## config.mk

```make
export PLATFORM = sky130hd
export DESIGN_NAME = eeg_wram_fetch
export DESIGN_NICKNAME = d
export VERILOG_FILES = /design/src/rtl/eeg_wram_fetch.sv
export SDC_FILE = /design/constraint.sdc
export NUM_CORES = 1
export LEC_CHECK = 0
export CAP_MARGIN = 20
export CORE_MARGIN = 8
export CORE_UTILIZATION = 40
export DETAILED_ROUTE_END_ITERATION = 16
export PLACE_DENSITY = 0.63
export RECOVER_POWER = 50
export SLEW_MARGIN = 15
export SYNTH_ARGS = -nofsm -noshare
export SYNTH_HDL_FRONTEND = slang
export SYNTH_SLANG_ARGS = --single-unit
```

## constraint.sdc

```tcl
create_clock -name clk -period 6.6 [get_ports clk]
set_input_delay 1.32 -clock clk [delete_from_list [all_inputs] [get_ports clk]]
set_output_delay 1.32 -clock clk [all_outputs]
set_load 0.005 [all_outputs]
```

## src/rtl/eeg_wram_fetch.sv

```systemverilog
// eeg_wram_fetch: WRAM-lane read initiator. Issues strided addresses under FIFO credit and
// presents the returned words to the engine. Optional protocol checker: EEG_WRAM_FETCH_CHK_EN.
module eeg_wram_fetch #(
    parameter int ADD_AW     = 13,
    parameter int DAT_DW     = 8,
    parameter int LEN_DW     = 13,
    parameter int FIFO_DEPTH = 4
) (
    input  logic              clk,
    input  logic              rst_n,
    output logic              IS_IDLE,
    input  logic              CFG_VLD,
    output logic              CFG_RDY,
    input  logic [ADD_AW-1:0] CFG_BASE,
    input  logic [ADD_AW-1:0] CFG_STEP,
    input  logic [LEN_DW-1:0] CFG_LEN,
    output logic              ETOW_ADD_VLD,
    output logic              ETOW_ADD_LST,
    input  logic              ETOW_ADD_RDY,
    output logic [ADD_AW-1:0] ETOW_ADD_ADD,
    input  logic              WTOE_DAT_VLD,
    input  logic              WTOE_DAT_LST,
    output logic              WTOE_DAT_RDY,
    input  logic [DAT_DW-1:0] WTOE_DAT_DAT,
    output logic              OUT_DAT_VLD,
    output logic              OUT_DAT_LST,
    input  logic              OUT_DAT_RDY,
    output logic [DAT_DW-1:0] OUT_DAT_DAT,
    output logic              DONE,
    output logic              ERR
);
    localparam int PTR_W = $clog2(FIFO_DEPTH);
    localparam int CNT_W = $clog2(FIFO_DEPTH + 1);
    localparam logic [CNT_W-1:0]  DEPTH_C = CNT_W'(FIFO_DEPTH);
    localparam logic [LEN_DW-1:0] IDX_ONE = LEN_DW'(1);
    localparam logic [LEN_DW:0]   RCV_ONE = (LEN_DW + 1)'(1);
    localparam logic [PTR_W-1:0]  PTR_ONE = PTR_W'(1);

    typedef enum logic [2:0] {
        IDLE  = 3'b001,
        ISSUE = 3'b010,
        DRAIN = 3'b100
    } state_t;

    state_t state_q, state_d;

    logic [ADD_AW-1:0] step_q, add_q;
    logic [LEN_DW-1:0] len_q, idx_q;
    logic              add_vld_q, add_lst_q, add_vld_d;
    logic [LEN_DW:0]   rcv_cnt_q;
    logic [CNT_W-1:0]  outst_q, outst_d, fill_q;
    logic [PTR_W-1:0]  wr_ptr_q, rd_ptr_q;
    logic [DAT_DW-1:0] dat_mem [FIFO_DEPTH];
    logic [FIFO_DEPTH-1:0] lst_mem;
    logic              done_q;
    logic              cfg_fire, add_fire, push, pop, full, empty, head_lst, rcv_tag;

    assign IS_IDLE  = (state_q == IDLE);
    assign CFG_RDY  = IS_IDLE;
    assign cfg_fire = CFG_VLD && IS_IDLE;
    assign add_fire = add_vld_q && ETOW_ADD_RDY;
    assign full     = (fill_q == DEPTH_C);
    assign empty    = (fill_q == '0);
    assign push     = WTOE_DAT_VLD && !full;
    assign pop      = !empty && OUT_DAT_RDY;
    assign head_lst = lst_mem[rd_ptr_q];
    assign rcv_tag  = (rcv_cnt_q == {1'b0, len_q});
    // Credit: a word occupies a slot from address accept until it leaves on OUT.
    assign outst_d  = outst_q + CNT_W'(add_fire) - CNT_W'(pop);

    // NOTE: state_d gets its default before the case so no path infers a latch.
    always_comb begin
        state_d = state_q;
        case (state_q)
            IDLE:    if (cfg_fire) state_d = ISSUE;
            ISSUE:   if (add_fire && add_lst_q) state_d = DRAIN;
            DRAIN:   if (pop && head_lst) state_d = IDLE;
            default: state_d = IDLE;
        endcase
    end

    // Computed from next-cycle credit so a pending address never drops before acceptance.
    assign add_vld_d = (state_d == ISSUE) && (outst_d < DEPTH_C);

    // NOTE: all sequential state uses non-blocking assignments so every flop samples pre-edge values.
    always_ff @(posedge clk or negedge rst_n) begin
        if (!rst_n) begin
            state_q <= IDLE;
            done_q  <= 1'b0;
        end else begin
            state_q <= state_d;
            done_q  <= (state_q == DRAIN) && pop && head_lst;
        end
    end

    always_ff @(posedge clk or negedge rst_n) begin
        if (!rst_n) begin
            add_vld_q <= 1'b0;
            add_lst_q <= 1'b0;
            add_q     <= '0;
            idx_q     <= '0;
            step_q    <= '0;
            len_q     <= '0;
        end else begin
            add_vld_q <= add_vld_d;
            if (cfg_fire) begin
                add_q     <= CFG_BASE;
                step_q    <= CFG_STEP;
                len_q     <= CFG_LEN;
                idx_q     <= '0;
                add_lst_q <= (CFG_LEN == '0);
            end else if (add_fire && !add_lst_q) begin
                add_q     <= add_q + step_q;
                idx_q     <= idx_q + IDX_ONE;
                add_lst_q <= ((idx_q + IDX_ONE) == len_q);
            end
        end
    end

    always_ff @(posedge clk or negedge rst_n) begin
        if (!rst_n) begin
            rcv_cnt_q <= '0;
            outst_q   <= '0;
            fill_q    <= '0;
            wr_ptr_q  <= '0;
            rd_ptr_q  <= '0;
        end else begin
            if (cfg_fire)  rcv_cnt_q <= '0;
            else if (push) rcv_cnt_q <= rcv_cnt_q + RCV_ONE;
            outst_q <= outst_d;
            fill_q  <= fill_q + CNT_W'(push) - CNT_W'(pop);
            if (push) wr_ptr_q <= wr_ptr_q + PTR_ONE;
            if (pop)  rd_ptr_q <= rd_ptr_q + PTR_ONE;
        end
    end

    // NOTE: FIFO storage is not reset; the head is gated by empty so stale contents never leak out.
    always_ff @(posedge clk) begin
        if (push) begin
            dat_mem[wr_ptr_q] <= WTOE_DAT_DAT;
            lst_mem[wr_ptr_q] <= rcv_tag;
        end
    end

    assign ETOW_ADD_VLD = add_vld_q;
    assign ETOW_ADD_LST = add_lst_q;
    assign ETOW_ADD_ADD = add_q;
    assign WTOE_DAT_RDY = !full;
    assign OUT_DAT_VLD  = !empty;
    assign OUT_DAT_LST  = !empty && head_lst;
    assign OUT_DAT_DAT  = empty ? '0 : dat_mem[rd_ptr_q];
    assign DONE         = done_q;

`ifdef EEG_WRAM_FETCH_CHK_EN
    logic [LEN_DW:0] acc_cnt_q;
    logic            err_q;

    // A return with nothing unanswered, or a WRAM last flag disagreeing with our count, is a protocol error.
    always_ff @(posedge clk or negedge rst_n) begin
        if (!rst_n) begin
            acc_cnt_q <= '0;
            err_q     <= 1'b0;
        end else begin
            if (cfg_fire)      acc_cnt_q <= '0;
            else if (add_fire) acc_cnt_q <= acc_cnt_q + RCV_ONE;
            if (cfg_fire)
                err_q <= 1'b0;
            else if (push && ((rcv_cnt_q == acc_cnt_q) || (WTOE_DAT_LST != rcv_tag)))
                err_q <= 1'b1;
        end
    end

    assign ERR = err_q;
`else
    logic chk_unused;
    assign chk_unused = WTOE_DAT_LST;
    assign ERR        = 1'b0;
`endif

endmodule

```

==> results, run 1 <==
- The number of distinct standard cells referenced by the synthesized netlist is 65.
- The number of nets handed over by synthesis was 679.
- The async set or reset register ratio after synthesis is 69.5%.
- The arrival time of the worst setup path is 2.49 ns.
- The worst setup path is launched from a flip-flop.
- The synthesized design contains 36 enable-type register cells.
- The share of total power dissipated in the clock network is a little over a third.
- The number of endpoints with negative hold slack in the final report was 0.
- The minimum clock period is 3.81 ns.
- Based on the critical path, the design can be clocked at up to 263 MHz.
- The share of cells above drive strength 1 is under 10%.
- The clock tree buffer depth is 2.
- The setup check on the worst reg-to-reg path leaves a slack of ~3.9 ns.
- Internal power comes to 1.81 mW.
- Using the TritonRoute via totals, the vias-per-cell ratio works out to 5.14.
- The die outline height is about 140 um.
- The clock buffer count from CTS is 17.
- For this design the top-level I/O count stands at 84.
- The last weighted congestion value of the routability-driven placer is 0.866.
- The total net switching power is ~0.8 mW.
- The most used flip-flop cell after synthesis is sky130_fd_sc_hd__dfrtp_1.
- The first global-routing pass estimated 23.7 mm of wire.
- STA classifies the critical path endpoint as a primary output.
- The worst min-delay path category is flip-flop to flip-flop.
- The iteration-0 DRC count of the detailed router is 225.
- The worst register-to-register path begins at fill_q[0]$_DFF_PN0_.
- The part of the power in registers is about two fifths.
- Setup repair after global routing left no endpoint under its margin.
- In this run the remaining antenna-violating nets after routing total 0.
- At the pin with the least slew margin, the transition time is 0.754 ns.
- The area growth from synthesis to layout is 25.1%.
- For this run, design rule violations remaining after detail routing come to 0.
- The clock drives 118 sinks.
- The count of cells in the finished layout, fillers not included, comes to 873.
- Detailed placement finished with a half-perimeter wire length of 9.87 mm.
- For this run, the total global-route usage over all layers was measured as 15.2%.
- In this run switching power makes up around 31% of total power.
- The post-route setup TNS is 0 ns.
- Across the run, the number of max-cap violations was 0.
- The share of the synthesized area in compound gates (AO/OA/AOI/OAI) is 8.66%.
- Summing the areas of all fa, ha and maj instances in the mapped netlist gives 5.44% of the synthesized area.
- The share of synthesized cell area in and, or, nand and nor gates is 19.7%.
- The number of antenna diodes in the final layout is 0.
- The areal power density over the cells is 338 nW/um2.
- The data required time of the worst path is roughly 5.3 ns.
- In this run the worst setup path terminates at OUT_DAT_LST.
- The worst pin sits at a relative slew slack of 49.8%.
- The count of input and output buffers is 81.
- The number of pins with negative max-slew slack in the final report is 0.
- The maximum ir drop on the vdd rail is around 0.22 mV.
- The share of the cycle needed by the critical path after routing is between 50% and 60%.
- The maximum number of pins on one net before global-route repair is 83.
- The number of cell rows is 45.
- The per-instance average area after synthesis is between 10 and 15 um2.
- The level count of the clock H-tree is 4.
- The clock slew seen by the registers of the worst setup and hold paths is 0.06 ns.
- The number of fill cells in the layout is 1,366.
- The hold-fix buffer count after cts is 0.
- The critical path starts at rd_ptr_q[0]$_DFFE_PN0P_.
- The number of antenna violations at the first check in global routing is 0.
- By area, the combinational part of the netlist is dominated by simple AND/OR/NAND/NOR gates.
- After synthesis, flip-flops and latches occupy 50.8% of the total area.
- The share of the synthesized netlist area taken by xor and xnor gates is 8.66%.
- The cell count after synthesis came out at 600.
- The flow ran to the end, and the final reports show no timing, DRC or antenna violations.
- The total wire length is approximately 14 mm.
- After detailed placement, the design holds a cell count of 841.
- The count of final setup violators is 0.
- The via count of the first global-routing pass came to 4,670.
- The multiplexer share of the synthesized area is 3.45%.
- The setup skew after layout is 0.0112 ns.
- For the worst flop-to-flop path, the logic depth is 8.
- The final route contains 4,487 vias.
- The count of nets after finishing is 751.
- The floorplan step defined a core boundary enclosing about 15,000 um2.
- The largest fanout on the critical path is 11.
- The setup slack after placement is about 3.0 ns.
- The CTS root buffer is sky130_fd_sc_hd__clkbuf_16.
- During synthesis, Yosys emitted a total of 0 warnings.
- The mapped cell area is a little over 6000 um2.
- After clock tree synthesis, the repair step resized 0 gates.
- The worst register-to-register path ends at ETOW_ADD_VLD$_DFF_PN0_.
- The CTS tree is yes.
- In this run the static leakage power is about 3.4 nW.
- The full die area is around 20,000 um2.
- Combinational logic is responsible for between 20 and 25% of the overall power.
- The average wire length per cell after detail routing is 16.4 um.
- The width of the die is 140 um.
- The final standard cell utilization of the core is between 50% and 60%.
- The clock latency on the worst-skew pair is 0.42 ns.
- The number of setup buffers added after CTS is 0.
- The final global-route overflow total is 0.
- The initial utilization of the core area, before any placement, comes to 40.7%.
- The synthesis-stage register bit count is 118.
- The critical path is of the flip-flop to primary output type.
- Once routing completed, OpenROAD measured the worst setup slack at around 2.8 ns.
- The iteration count of the initial detailed-routing pass is 6.
## metal layers
metal / share of wire [%] / wire length [um] / vias to the layer above / global-route usage (%)
met4: 0.53 / 76 / 0 / 4.34
met2: 47 / 6770 / 103 / 24.4
li1: - / - / 2219 / -
met5: 0 / 0 / - / 0
met1: 47 / 6710 / 2157 / 19.4
met3: 5.1 / 726 / 8 / 4.66
## power by group through the flow
stage          registers [mW]  clock network [mW]  logic, mW
3_3_place_gp             1.02                   0      0.628
3_5_place_dp             1.03                   0      0.651
2_1_floorplan           0.958                   0      0.466
4_1_cts                  1.02               0.961      0.659
5_1_grt                  1.04                1.00      0.730
6_report                 1.02               0.940      0.647
## cells in the final DEF (no fill, tap or decap), types with 9 or more instances in the layout
master | netlist | layout
sky130_fd_sc_hd__nand2_1 | 124 | 124
sky130_fd_sc_hd__dfrtp_1 | 81 | 81
sky130_fd_sc_hd__clkdlybuf4s50_1 | 0 | 69
sky130_fd_sc_hd__nor2_1 | 43 | 43
sky130_fd_sc_hd__edfxtp_1 | 36 | 36
sky130_fd_sc_hd__xor2_1 | 35 | 35
sky130_fd_sc_hd__xnor2_1 | 26 | 26
sky130_fd_sc_hd__o21ai_0 | 22 | 22
sky130_fd_sc_hd__ha_1 | 22 | 22
sky130_fd_sc_hd__a21oi_1 | 20 | 20
sky130_fd_sc_hd__clkbuf_16 | 0 | 17
sky130_fd_sc_hd__inv_1 | 15 | 15
sky130_fd_sc_hd__nand3_1 | 14 | 14
sky130_fd_sc_hd__and2_1 | 13 | 11
sky130_fd_sc_hd__dlygate4sd3_1 | 0 | 11
sky130_fd_sc_hd__and3_1 | 9 | 9
sky130_fd_sc_hd__mux4_2 | 9 | 9
sky130_fd_sc_hd__a31oi_1 | 9 | 9
## critical path, cell delays in order, from the launching register on
cell	delay, ns
sky130_fd_sc_hd__dfrtp_1	0.80
sky130_fd_sc_hd__mux4_2	0.63
sky130_fd_sc_hd__and2_1	0.19
sky130_fd_sc_hd__clkdlybuf4s50_1	0.45
## cell families after synthesis
logic type,Yosys count
buffers and inverters,46
adder cells (fa/ha/maj),25
XOR/XNOR,61
flip-flops,118
multiplexers,10
AND/OR/NAND/NOR,255
AO/OA/AOI/OAI,84
other,1
## how the worst min path moves through the flow
stage	from	end	slack (ns)	depth (start not counted)
after floorplan	step_q[0]$_DFFE_PN0P_	step_q[0]$_DFFE_PN0P_	0.45	2
after global placement	outst_q[0]$_DFF_PN0_	outst_q[0]$_DFF_PN0_	0.46	1
after detailed placement	step_q[2]$_DFFE_PN0P_	step_q[2]$_DFFE_PN0P_	0.47	2
after CTS	step_q[2]$_DFFE_PN0P_	step_q[2]$_DFFE_PN0P_	0.48	2
after global routing	step_q[2]$_DFFE_PN0P_	step_q[2]$_DFFE_PN0P_	0.50	2
final	outst_q[0]$_DFF_PN0_	outst_q[0]$_DFF_PN0_	0.48	1
## flip-flops by register name, summed over array words and instances (netlist names)
name,count
dat_mem,32
rcv_cnt_q,14
ETOW_ADD_ADD,13
idx_q,13
len_q,13
step_q,13
lst_mem,4
fill_q,3
outst_q,3
state_q,3
rd_ptr_q,2
wr_ptr_q,2
DONE,1
ETOW_ADD_LST,1
ETOW_ADD_VLD,1
## synth_stat cells (3+ instances only)
cell	n	area share [%]
sky130_fd_sc_hd__a211oi_1	3	0.37
sky130_fd_sc_hd__nand4_1	7	0.71
sky130_fd_sc_hd__nand2_1	124	7.5
sky130_fd_sc_hd__nor2_1	43	2.6
sky130_fd_sc_hd__buf_2	10	0.81
sky130_fd_sc_hd__mux4_2	9	3.3
sky130_fd_sc_hd__edfxtp_1	36	18
sky130_fd_sc_hd__a31oi_1	9	0.91
sky130_fd_sc_hd__and2_1	13	1.3
sky130_fd_sc_hd__xnor2_1	26	3.7
sky130_fd_sc_hd__nor2b_1	3	0.30
sky130_fd_sc_hd__nor4_1	6	0.61
sky130_fd_sc_hd__a22oi_1	6	0.73
sky130_fd_sc_hd__fa_1	3	0.97
sky130_fd_sc_hd__or3_1	5	0.51
sky130_fd_sc_hd__nand3_1	14	1.1
sky130_fd_sc_hd__a21oi_1	20	1.6
sky130_fd_sc_hd__xor2_1	35	5.0
sky130_fd_sc_hd__a21o_1	4	0.49
sky130_fd_sc_hd__and3_1	9	0.91
sky130_fd_sc_hd__ha_1	22	4.5
sky130_fd_sc_hd__nand2b_1	4	0.41
sky130_fd_sc_hd__clkbuf_1	16	0.97
sky130_fd_sc_hd__o21ai_0	22	1.8
sky130_fd_sc_hd__inv_1	15	0.91
sky130_fd_sc_hd__nor3_1	7	0.57
sky130_fd_sc_hd__nor3b_1	4	0.49
sky130_fd_sc_hd__dfrtp_1	81	33
sky130_fd_sc_hd__buf_4	4	0.49
## area by class of cell
| type | count | area [um2] | share of cell area (%) |
|---|---|---|---|
| sequential | 118 | 3130 | 40.6 |
| multi-input combinational | 436 | 2850 | 36.9 |
| timing repair buffer | 83 | 827 | 10.7 |
| clock buffer | 17 | 425 | 5.52 |
| tap | 188 | 235 | 3.05 |
| clock inverter | 15 | 184 | 2.38 |
| inverter | 16 | 60.1 | 0.779 |
## stage by stage
stage               cell area, um2  power (mW)  hold WS [ns]
finish                        7710        2.61         0.478
global route                  7710        2.77         0.495
CTS                           7710        2.64         0.484
detailed placement            7100        1.68         0.470
global placement              7100        1.65         0.463
floorplan                     6170        1.42         0.450
(Power assumes the default switching activity.)
==> run 2: changes to the inputs <==
Settings changed: PLACE_DENSITY 0.63 to 0.66.
Clock period 6.6 ns to 3.1 ns, I/O delays scaled along.
==> run 2 against run 1 <==
The run now ends with max-capacitance violations, max-slew violations left. Die area did not move. Sequential power increased by 110%. Global-route usage shrank 0.16 points. Sequential share of layout area is 0.36 points lower. Worst setup slack worse by 2.5 ns. Wire length shrank 0.90%. Non-clock buffer count is 5 higher. First-iteration DRC count rose by 44%. Register-to-register slack worse by 3.5 ns. Sequential cell count did not move. Clock power rose by 130%. Utilization up 0.45 points. Largest power group is now clock.
==> results, run 2 (synthesized netlist as in run 1, its figures left out) <==
- The die is 140 um tall.
- The tightest hold margin is 0.484 ns.
- The worst min-delay path category is flip-flop to flip-flop.
- The iteration-0 DRC count of the detailed router is 325.
- TritonCTS built the clock tree.
- The post-detailed-placement half-perimeter wirelength is 10.1 mm.
- Adding up every negative setup slack in the final design gives 0 ns.
- The number of endpoints with negative hold slack in the final report came to 0.
- The clock buffer count from CTS is 17.
- Traced cell by cell, the critical path runs through buf_4 > mux4_2 > and2_1 > clkdlybuf4s50_1.
- Summed over all nets, the switching power comes to roughly 1.6 mW.
- Setup violations remaining at the end of the flow were counted as 0.
- Per report_power, the clock group accounts for 37.7% of the total.
- The largest fanout on the critical path is 7.
- The total wire length is 14.2 mm.
- For this configuration, the core starts out at a cell density of 40.7%.
- The post-cts sizing count is 0.
- The share of power burned in combinational logic is 24.7%.
- The fraction of power spent switching nets is around 29%.
- In this run the deepest clock path goes through 2 buffers.
- The worst setup path is launched from a flip-flop.
- The number of antenna-violating nets in the routed design is 0.
- The worst setup path is of the flip-flop to primary output kind.
- Buffers inserted to repair hold after CTS numbered 0.
- The residual DRC count is 0.
- The total area inside the core boundary comes to 15,100 um2.
- The register with the most flip-flops in the layout has 32 of them.
- The first global-routing pass estimated 23.6 mm of wire.
- The arrival time of the worst setup path is 2.22 ns.
- Leaving out fill and tap cells, the most frequent cells in the layout are sky130_fd_sc_hd__nand2_1, sky130_fd_sc_hd__dfrtp_1, sky130_fd_sc_hd__clkdlybuf4s50_1.
- The largest registers in the layout are dat_mem x32, rcv_cnt_q x14.
- The max-capacitance violation count is 1.
- 0 antenna diodes ended up in the layout.
- In this run the core area contains 45 standard-cell rows.
- The via count of the first global-routing pass came to 4,754.
- The maximum cell stage delay along the critical path is 0.50 ns.
- The max-slew headroom at the worst pin is -35.8%.
- For the finished layout, the period the worst path requires is 2.84 ns.
- The areal power density over the cells is 733 nW/um2.
- The library cell used most frequently in the layout, excluding fill and tap cells, is sky130_fd_sc_hd__nand2_1.
- At the pin with the least slew margin, the transition time is 2.04 ns.
- More flip-flops sit in one register than any other, and that register is dat_mem.
- The final global-route overflow total is 0.
- The peak clock frequency supported by timing is roughly 350 MHz.
- The clock drives 118 sinks.
- Setup repair after global routing left no endpoint under its margin.
- Together, buffers and inverters on the worst path number 2.
- In the global route stage, overall resource usage came out at approximately 15%.
- Clock skew on the completed layout was measured at ~0.0065 ns.
- The number of antenna violations at the first check in global routing came to 0.
- For met3 alone, demand over resource in global routing was 4.62%.
- In the final routed layout, each cell accounts on average for 16.1 um.
- The total internal power is between 4 and 5 mW.
- The ratio of routed vias to standard cells is 5.21.
- At the end of the flow, the number of nets in the layout was 756.
- The clock latency on the worst-skew pair is 0.42 ns.
- STA classifies the critical path endpoint as a primary output.
- On the critical path, the stage with the largest delay is an instance of sky130_fd_sc_hd__mux4_2.
- For this run, global-route usage on met1 was measured as between 10% and 20%.
- The detailed router placed 4,570 vias in this run.
- After layout, the worst path uses 91.7% of the clock period.
- For this run, the share of the core covered by cells in the final layout is between 50% and 60%.
- The cell leakage power is 3.41 nW.
- The iteration count of the initial detailed-routing pass is 4.
- The count of boundary I/O pins is 84.
- Input and output buffers added on the ports amount to between 80 and 90.
- At the end of routability-driven placement, the weighted congestion stood at 0.861.
- In this run, flip-flops and latches consume between 30 and 40% of the power.
- The data required time of the worst path is 2.48 ns.
- The met2 usage in global routing is about a quarter.
- The kind of cell with the highest combined delay on the critical path is buffers and inverters.
- The checks that failed: max-capacitance violations, max-slew violations.
- The maximum number of pins on one net before global-route repair is 83.
- The post-route netlist has 8.70% of its cells at a drive strength greater than 1.
- From synthesis to final layout, the design area changed by 26.2%.
- The level count of the clock H-tree is 4.
- Buffers added to address setup during post-CTS repair amount to 0.
- The maximum ir drop on the vdd rail is a little under 0.4 mV.
- The die covers 19,600 um2.
- The number of pins with negative max-slew slack in the final report came to 83.
- The layer flagged by global routing as most heavily used is met2.
- The floorplan step set the die width to about 140 um.
- The clock slew seen by the registers of the worst setup and hold paths is 0.06 ns.
- Setup slack closes at 0.256 ns.
- The CTS root buffer is sky130_fd_sc_hd__clkbuf_16.
- Prior to clock tree synthesis, the placed netlist has a worst setup slack of 0.419 ns.
- The run finished, with violations left.
run 2: changes by cell type in the layout (fill, tap and decap cells not counted), moves of 2 or more:
cell                         change
sky130_fd_sc_hd__buf_4           +2
sky130_fd_sc_hd__bufinv_16       +2
sky130_fd_sc_hd__clkbuf_1        +2
sky130_fd_sc_hd__clkinvlp_4      +2
sky130_fd_sc_hd__inv_6           -5
run 2: area by class of cell:
type	count	area, um2
clock buffers	19	464
flip-flops and latches	118	3130
repair buffers	88	863
clock inverters	13	193
fillers	1329	7360
multi-input cells	436	2830
inverters	16	60.1
well taps	188	235
run 2: power by group through the flow:
stage               registers (mW)  clock network (mW)  logic (mW)
floorplan                     2.04                   0       0.992
global placement              2.15                   0        1.38
detailed placement            2.17                   0        1.44
CTS                           2.15                2.19        1.45
global route                  2.18                2.27        1.58
finish                        2.14                2.15        1.41
run 2: final timing paths:
path	cells after the start	startpoint	slack (ns)	to
worst min register to register	2	step_q[2]$_DFFE_PN0P_	0.48	step_q[2]$_DFFE_PN0P_
max in group asynchronous	1	rst_n	1.10	outst_q[2]$_DFF_PN0_
min in group asynchronous	1	rst_n	0.75	step_q[10]$_DFFE_PN0P_
worst min-delay path	2	step_q[2]$_DFFE_PN0P_	0.48	step_q[2]$_DFFE_PN0P_
worst max register to register	8	fill_q[0]$_DFF_PN0_	0.41	fill_q[2]$_DFF_PN0_
worst max-delay path	4	rd_ptr_q[0]$_DFFE_PN0P_	0.26	OUT_DAT_DAT[7]
run 2: layer usage:
metal,vias to the layer above,routed length [um]
li1,2232,-
met1,2217,6570
met2,105,6710
met3,16,685
met4,0,185
met5,-,0
run 2: through the flow:
stage | power, mW | instance area [um2] | std cells
finish | 5.70 | 7780 | 878
floorplan | 3.03 | 6170 | 600
global placement | 3.54 | 7150 | 846
CTS | 5.80 | 7810 | 878
global route | 6.03 | 7780 | 878
detailed placement | 3.61 | 7150 | 846
run 2: tightest hold or removal path: cells and delay by family (launching register included):
family | cells | cell delay, ns
simple gates | 2 | 0.11
flops | 1 | 0.34
==> run 3: changes to the inputs <==
Settings changed: CORE_ASPECT_RATIO set to 0.75, CORE_MARGIN 8 to 5, SLEW_MARGIN 15 to 5.
==> run 3 against run 2 <==
The run still ends with max-capacitance violations, max-slew violations left. Global-route usage up 1.1 points. Cell count up 1.8%. Non-clock buffer count down 1. Die area down 8.2%. Largest cell class unchanged. Largest power group is now sequential cells. Highest routed layer unchanged.
==> results, run 3 (synthesized netlist as in run 1, its figures left out) <==
- The number of buffers and inverters on the critical path is 2.
- On the critical path the largest part of the delay comes from buffers and inverters.
- The number of flip-flops under the largest register name is 32.
- The path depth of the worst reg2reg path is 8.
- The first global-routing pass estimated 23.5 mm of wire.
- The filler cells instantiated in the layout total 1,334.
- The transition time of the tightest slew-check pin is 1.97 ns.
- The share of the cycle needed by the critical path after routing is 95.5%.
- The last weighted congestion value of the routability-driven placer is 0.866.
- The largest fanout on the critical path is 7.
- The maximum ir drop on the vdd rail is 0.429 mV.
- The minimum clock period is approximately 3.0 ns.
- The share of cells above drive strength 1 is 8.56%.
- The number of antenna violations at the first check in global routing is 0.
- The share of power burned in combinational logic is about a quarter.
- The max-capacitance violation count is 1.
- The count of boundary I/O pins is 84.
- The checks that failed: max-capacitance violations, max-slew violations.
- For this design, the slowest cell found on the critical path is sky130_fd_sc_hd__dfrtp_1.
- The startpoint identified for the worst register-to-register timing path is fill_q[0]$_DFF_PN0_.
- Entering global routing, the biggest net connects just over 80 pins.
- The area of the core region is 15,200 um2.
- The via count of the first global-routing pass is 4,752.
- The number of gates resized after CTS was 0.
- The residual DRC count is 0.
- The clock network burns between 30% and 40% of the power.
- In the layout the commonest cells are sky130_fd_sc_hd__nand2_1, sky130_fd_sc_hd__dfrtp_1, sky130_fd_sc_hd__clkdlybuf4s50_1.
- The initial core utilization is 40.6%.
- The width of the die is 153 um.
- Setup repair after global routing left no endpoint under its margin.
- On the worst path, the slowest cell contributes a delay of 0.56 ns.
- The number of pins with negative max-slew slack in the final report is 34.
- Net switching is 32.0% of the power.
- In this run the power spent charging and discharging nets is 1.76 mW.
- The part of the power in registers is 39.1%.
- The number of setup buffers added after CTS is 0.
- Across the routed clock network, the largest skew measured is 0.00939 ns.
- The worst hold path startpoint is outst_q[0]$_DFF_PN0_.
- The register with the most flip-flops in the final layout is dat_mem.
- The critical path runs through a total of 4 cells.
- From bottom edge to top edge, the die measures ~120 um.
- The final global-route overflow total is 0.
- The count of nets after finishing is between 700 and 800.
- The endpoint class of the critical path is a primary output.
- The clock reaches the later pin of the worst-skew pair after 0.42 ns.
- The floorplan has 39 rows.
- The clock tree buffer depth is 2.
- The flow ran to the end, but the final reports show violations.
- In the final timing run, aggregate negative setup slack is 0 ns.
- The post-route non-filler standard cell count is 894.
- In the final layout, the multi-input gates occupy 2830 um2.
- The data required time of the worst path is 2.48 ns.
- The areal power density over the cells is 708 nW/um2.
- The count of input and output buffers is 81.
- In this run, CTS created clock tree buffers numbering 17.
- The clock slew seen by the registers of the worst setup and hold paths is ~0.060 ns.
- From synthesis to final layout, the design area changed by 25.8%.
- The ratio of routed vias to standard cells is roughly 5.2.
- Across the whole layout, storage elements account for 3130 um2.
- The internal reg-to-reg setup slack is roughly 0.52 ns.
- In this run the critical register-to-register path is captured at ETOW_ADD_VLD$_DFF_PN0_.
- The number of vias after detailed routing is 4,618.
- The critical path goes through buf_4 > mux4_2 > and2_1 > clkdlybuf4s50_1.
- The launch point of the worst path is rd_ptr_q[0]$_DFFE_PN0P_.
- The worst min-delay path category is flip-flop to flip-flop.
- The post-detailed-placement half-perimeter wirelength is slightly below 10 mm.
- The clock tree synthesis step divided the H-tree into 4 levels.
- The number of antenna-violating nets in the routed design is 0.
- The critical path is of the flip-flop to primary output type.
- The CTS root buffer is sky130_fd_sc_hd__clkbuf_16.
- The CTS tree is yes.
- On the final layout, the worst hold slack is 0.484 ns.
- The repair_antennas step left the layout with diodes totalling 0.
- The worst setup path is launched from a flip-flop.
- The internal portion of the total power is 3.74 mW.
- The largest registers in the layout are dat_mem x32, rcv_cnt_q x14.
- The global-route usage over all layers is about 16%.
- Derived from the worst setup path, the maximum achievable clock frequency is 338 MHz.
- The hold-fix buffer count after cts is 0.
- The total wire length is 14.2 mm.
- Summed over all cells, the static leakage comes to ~3.4 nW.
- The clock net sink count is 118.
- The number of placed instances, taps included is about 860.
- For this block, the initial DRC count from the detailed router was 398.
- The arrival time of the worst setup path is ~2.3 ns.
- The number of endpoints with negative hold slack in the final report is 0.
- Setup violations remaining at the end of the flow were counted as 0.
- The library cell used most frequently in the layout, excluding fill and tap cells, is sky130_fd_sc_hd__nand2_1.
- The die covers 18,000 um2.
- The max-slew headroom at the worst pin is -31.1%.
- In the final routed layout, each cell accounts on average for 15.9 um.
- The most critical setup path has its endpoint at OUT_DAT_DAT[4].
- The first detailed-routing pass ran for 5 iterations.
run 3: power groups by stage:
stage               Clock [mW]  Sequential (mW)  Combinational (mW)
floorplan                    0             2.04               0.992
global placement             0             2.16                1.36
CTS                       1.99             2.15                1.42
finish                    1.96             2.15                1.39
global route              2.07             2.19                1.57
detailed placement           0             2.18                1.41
run 3: worst min path at each step:
stage / slack, ns / to / cells past startpoint
global placement: 0.46 / outst_q[0]$_DFF_PN0_ / 1
detailed placement: 0.47 / outst_q[0]$_DFF_PN0_ / 1
CTS: 0.43 / ETOW_ADD_ADD[11]$_DFFE_PN0P_ / 1
floorplan: 0.32 / DONE$_DFF_PN0_ / 0
global route: 0.51 / outst_q[0]$_DFF_PN0_ / 1
finish: 0.48 / outst_q[0]$_DFF_PN0_ / 1
run 3: metrics by stage:
step                      util, %  area [um2]  power [mW]  setup slack (ns)
final                        51.1        7760        5.50             0.139
after global routing         51.1        7760        5.82           0.00275
after CTS                    51.1        7760        5.56            0.0818
after detailed placement     47.2        7160        3.59             0.439
after global placement       47.2        7160        3.52             0.456
after floorplan                 -        6170        3.03             0.797
run 3: per-layer routing:
metal | track usage [%] | part of all wire, %
met1 | 23.3 | 49
met2 | 23.9 | 45
met3 | 3.93 | 4.6
met4 | 5.24 | 1.2
met5 | 0 | 0
run 3: worst register-to-register path, cell delays in order (launching register included):
cell,delay [ns]
sky130_fd_sc_hd__dfrtp_1,0.39
sky130_fd_sc_hd__or3_1,0.55
sky130_fd_sc_hd__and2_1,0.34
sky130_fd_sc_hd__ha_1,0.32
sky130_fd_sc_hd__inv_1,0.04
sky130_fd_sc_hd__ha_1,0.18
sky130_fd_sc_hd__fa_1,0.37
sky130_fd_sc_hd__xnor2_1,0.21
sky130_fd_sc_hd__nor2b_1,0.07
run 3: area by class of cell:
| type | count | area share, % |
|---|---|---|
| multi-input cells | 436 | 36.5 |
| clock buffers | 17 | 5.48 |
| inverters | 16 | 0.774 |
| clock inverters | 15 | 2.24 |
| well taps | 205 | 3.30 |
| flip-flops and latches | 118 | 40.4 |
| repair buffers | 87 | 11.3 |
